`config.mk`:
```
export PLATFORM = sky130hd
export DESIGN_NAME = mdio_bus_arbiter
export DESIGN_NICKNAME = d
export VERILOG_FILES = /design/src/rtl/mdio_bus_arbiter.sv
export SDC_FILE = /design/constraint.sdc
export NUM_CORES = 1
export LEC_CHECK = 0
export ABC_AREA = 1
export BUFFER_PORTS_ARGS = -buffer_cell sky130_fd_sc_hd__buf_2
export CAP_MARGIN = 20
export CORE_ASPECT_RATIO = 1.25
export CORE_MARGIN = 8
export CORE_UTILIZATION = 55
export DETAILED_ROUTE_END_ITERATION = 12
export HOLD_SLACK_MARGIN = 0.12
export PLACE_DENSITY = 0.73
export RECOVER_POWER = 50
export SLEW_MARGIN = 10
export SYNTH_ARGS = -nofsm -noshare
export SYNTH_HDL_FRONTEND = slang
export SYNTH_SLANG_ARGS = --single-unit
```
`constraint.sdc`:
```
create_clock -name clk -period 5.65 [get_ports clk]
set_input_delay 1.13 -clock clk [delete_from_list [all_inputs] [get_ports clk]]
set_output_delay 1.13 -clock clk [all_outputs]
set_load 0.005 [all_outputs]
```
`src/rtl/mdio_bus_arbiter.sv`:
```
// Round-robin arbiter for the shared MDIO bus: one-cycle grant latency from IDLE, no preemption,
// enforced idle gap between owners, and a watchdog that revokes and locks out a hung owner.
module mdio_bus_arbiter #(
  parameter int N_REQ   = 2,
  parameter int GAP     = 4,
  parameter int TIMEOUT = 65536
) (
  input  logic             clk,
  input  logic             rst_n,
  input  logic [N_REQ-1:0] req,
  output logic [N_REQ-1:0] gnt,
  output logic [1:0]       owner,
  output logic             busy,
  output logic             timeout_evt,
  output logic [1:0]       timeout_id
);

  typedef enum logic [1:0] {IDLE, GRANT, RELEASE} state_t;

  localparam int               TW   = (TIMEOUT > 1) ? $clog2(TIMEOUT + 1) : 1;
  localparam logic [TW-1:0]    TLIM = TW'((TIMEOUT > 0) ? TIMEOUT - 1 : 0);
  localparam logic [7:0]       GAP8 = 8'(GAP);
  localparam logic [N_REQ-1:0] ONE  = N_REQ'(1);

  state_t           state;
  logic [1:0]       last;
  logic [N_REQ-1:0] lock;
  logic [TW-1:0]    tcnt;
  logic [7:0]       gapcnt;

  logic [3:0] req4;
  logic [3:0] elig4;
  logic       win_vld;
  logic [1:0] win_idx;
  logic [1:0] idx;

  assign req4  = 4'(req);
  assign elig4 = 4'(req & ~lock);

  // Scan starts just after the last winner, so the previous owner has lowest priority.
  always_comb begin
    win_vld = 1'b0;
    win_idx = 2'd0;
    idx     = 2'd0;
    for (int k = 1; k <= N_REQ; k++) begin
      idx = 2'((int'(last) + k) % N_REQ);
      if (!win_vld && elig4[idx]) begin
        win_vld = 1'b1;
        win_idx = idx;
      end
    end
  end

  always_ff @(posedge clk) begin
    if (!rst_n) begin
      state       <= IDLE;
      last        <= 2'(N_REQ - 1);
      lock        <= '0;
      tcnt        <= '0;
      gapcnt      <= '0;
      gnt         <= '0;
      owner       <= '0;
      busy        <= 1'b0;
      timeout_evt <= 1'b0;
      timeout_id  <= '0;
    end else begin
      timeout_evt <= 1'b0;
      lock        <= lock & req;
      case (state)
        IDLE: begin
          if (win_vld) begin
            gnt   <= ONE << win_idx;
            owner <= win_idx;
            last  <= win_idx;
            tcnt  <= '0;
            busy  <= 1'b1;
            state <= GRANT;
          end
        end
        GRANT: begin
          if (tcnt != '1) tcnt <= tcnt + 1'b1;
          // A req drop that coincides with expiry wins: plain release, no lock.
          if (!req4[owner] || (TIMEOUT != 0 && tcnt == TLIM)) begin
            gnt   <= '0;
            owner <= '0;
            if (req4[owner]) begin
              timeout_evt <= 1'b1;
              timeout_id  <= owner;
              lock        <= (lock & req) | (ONE << owner);
            end
            if (GAP == 0) begin
              state <= IDLE;
              busy  <= 1'b0;
            end else begin
              state  <= RELEASE;
              gapcnt <= GAP8;
            end
          end
        end
        RELEASE: begin
          if (gapcnt == 8'd1) begin
            state <= IDLE;
            busy  <= 1'b0;
          end else begin
            gapcnt <= gapcnt - 8'd1;
          end
        end
        default: state <= IDLE;
      endcase
    end
  end

endmodule
```
==> metrics <==
syn avg cell area 6.72 um2; CP delay by family, top simple AND/OR/NAND/NOR gates; Die X 68.0 um; worst hold path type register to register; capturing point of the worst reg2reg path tcnt[13]$_SDFFE_PN0P_; via-per-instance ratio 5.14; Worst Min Path Start lock[0]$_SDFF_PN0_; H-tree level count 2; Crit Reg-Reg Startpoint tcnt[0]$_SDFFE_PN0P_; final worst-path setup slack 3050 ps; number of CTS-inserted buffers 5; Reg clk slew, reported paths 80 ps; RSZ-0062 raised after global routing no; Max Root-Sink Buffers 2; Cell Pwr Density 306 mW/mm2; Final min period 2600 ps; TNS Setup 0 ps; clk root buf clkbuf_8; setup bufs post-CTS 0; Max Clock Freq 0.384 GHz; layout cells sized above 1 9.38%; antenna fix cells 0; Remaining Overflow, GRT 0; CP max stage delay 390 ps; first-pass GRT wire length 6490 um; worst-skew pair later-pin latency 290 ps; cts hold-fix bufs 0; final hold violations 0; largest net degree at the start of global routing 15; total wire length 3580 um; Pre-Repair DR Iteration Count 4; # setup viols final 0; core area 0.00322 mm2; Pins Over Slew Limit 0; Reg2Reg Depth 13; Post-Syn Instances 277; Layout Cells excl Fill 325; Synth cell types 31; MaxCap Viol Count 0; Yosys reg bits 35; Die ar. 0.00551 mm2; CP max-delay cell nand2_1; Routed Antenna Nets 0; register area share after synthesis 37.6%; Cells after DPL 317; RePlAce Congestion 0.866; crit-path most repeated cell nand2_1; crit end category register; setup slack, reg-to-reg 3050 ps; worst path cell trace ha_1 > nand2_1 > nor2_1 > nand4_1 > nor3_1 > ha_1 > a21oi_1 > nand2_1 > nor2_1 > nand3_1 > nand2_1 > nand2_1 > nor2_1; WP data required 5840 ps; initial antenna violation count 0; clock skew 11.1 ps; Wirelength per Cell 11.0 um; vias 1670; IO Pins 12; worst hold path depth 2; DIE HEIGHT 81.1 um; status completed; cts repair resizes 0; leak pwr 0.864 nW; port buffer count 9; pre-CTS WS 3340 ps; nets 296; crit share post-route 46.0%; Syn-to-layout area delta 6.32%; Initial Util 57.8%; DRC 0; hold endpoint lock[0]$_SDFF_PN0_; vias in the first global route 1584; Final HPWL DP 2610 um; DRT iter0 DRCs 87; Clock Sinks 35; Netlist Area Pre-Place 0.00186 mm2; row cnt 23; GRT Util Overall 14.8%; CP arrival 2790 ps; CP Launch Type register; largest fanout on the critical path 14; Yosys warnings 0; CP Class register to register; Peak VDD IR 0.255 mV; CP bufs+invs 0; CTS tree built
## per-stage QoR
stage | hold WS [ps] | area, um2 | util [%] | power [mW]
global route | 479 | 1980 | 61.4 | 0.645
CTS | 465 | 2020 | 62.7 | 0.619
finish | 461 | 1980 | 61.4 | 0.607
detailed placement | 453 | 1910 | 59.2 | 0.391
global placement | 433 | 1910 | 59.2 | 0.389
floorplan | 431 | 1870 | - | 0.371
## layout make-up
class | count | area (um2)
Fill cell | 328 | 1240
Multi-Input combinational cell | 199 | 942
Sequential cell | 35 | 701
Inverter | 37 | 139
Clock buffer | 5 | 68.8
Tap cell | 37 | 46.3
Clock inverter | 3 | 43.8
Timing Repair Buffer | 9 | 38.8
## cell usage after synthesis (all sizes together)
cell	instances	share of area [%]
a211oi	1	0.40
a21o	1	0.40
a21oi	18	4.8
buf	5	2.2
clkbuf	2	0.40
conb	1	0.20
dfxtp	35	38
ha	5	3.4
inv	37	7.5
nand2	70	15
nand3	16	4.8
nand4	4	1.3
nor2	55	13
nor3	5	1.6
o211a	1	0.54
o211ai	1	0.40
o21ai	15	4.2
o21bai	1	0.40
o31ai	1	0.40
or2	2	0.67
xor2	1	0.47
## cells in the final DEF, fill, tap and decap left out
cell	netlist	layout
a211oi_1	1	1
a21o_1	1	1
a21oi_1	18	18
buf_2	0	4
bufinv_16	0	1
clkbuf_1	2	5
clkbuf_8	0	5
clkinv_2	0	1
clkinv_4	0	1
conb_1	1	2
dfxtp_1	35	35
ha_1	5	5
inv_1	32	33
inv_2	5	4
nand2_1	67	70
nand3_1	14	15
nand3_2	2	1
nand4_1	4	4
nor2_1	46	49
nor2_2	5	4
nor2_4	4	2
nor3_1	4	4
nor3_2	1	1
o211a_1	1	1
o211ai_1	1	1
o21ai_0	8	9
o21ai_1	6	5
o21ai_2	1	1
o21bai_1	1	1
o31ai_1	1	1
or2_2	2	2
xor2_1	1	1
## routing by layer
metal	part of all wire, %	track usage (%)	up-vias
li1	-	-	884
met1	45	16.0	752
met2	50	26.3	27
met3	4.0	4.54	7
met4	1.4	4.93	0
met5	0	0	-
## where the power goes
part	switching [mW]	internal [mW]
clock	0.0952	0.131
sequential	0.0115	0.260
combinational	0.0722	0.0364
total	0.179	0.428
## worst max path at each step
stage	start	end	slack [ps]	depth (start not counted)
finish	tcnt[0]$_SDFFE_PN0P_	tcnt[13]$_SDFFE_PN0P_	3050	13
global route	tcnt[0]$_SDFFE_PN0P_	tcnt[15]$_SDFFE_PN0P_	2710	13
CTS	tcnt[0]$_SDFFE_PN0P_	gapcnt[7]$_SDFFE_PN0P_	3420	13
detailed placement	rst_n	tcnt[14]$_SDFFE_PN0P_	3340	7
global placement	rst_n	tcnt[14]$_SDFFE_PN0P_	3360	7
floorplan	rst_n	tcnt[4]$_SDFFE_PN0P_	3650	6
## cells by family (layout without fill, tap and decap cells)
group,after synthesis,count (layout),synth area share [%]
flip-flops,35,35,37.6
AND/OR/NAND/NOR,152,152,36.6
other,1,2,0.201
buffers and inverters,44,54,10.1
AO/OA/AOI/OAI,39,39,11.6
adder cells (fa/ha/maj),5,5,3.36
XOR/XNOR,1,1,0.471
## worst min-delay path: stages, from the launching register on
cell and delay (ps):
dfxtp_1 300, inv_1 60, a21oi_1 60
## flip-flops by register name (all words and copies together) (netlist names)
register,count
busy,1
gapcnt,8
gnt,2
last,1
lock,2
state,2
tcnt,17
timeout_evt,1
timeout_id,1
No activity file was read; power rests on OpenSTA's default activity.
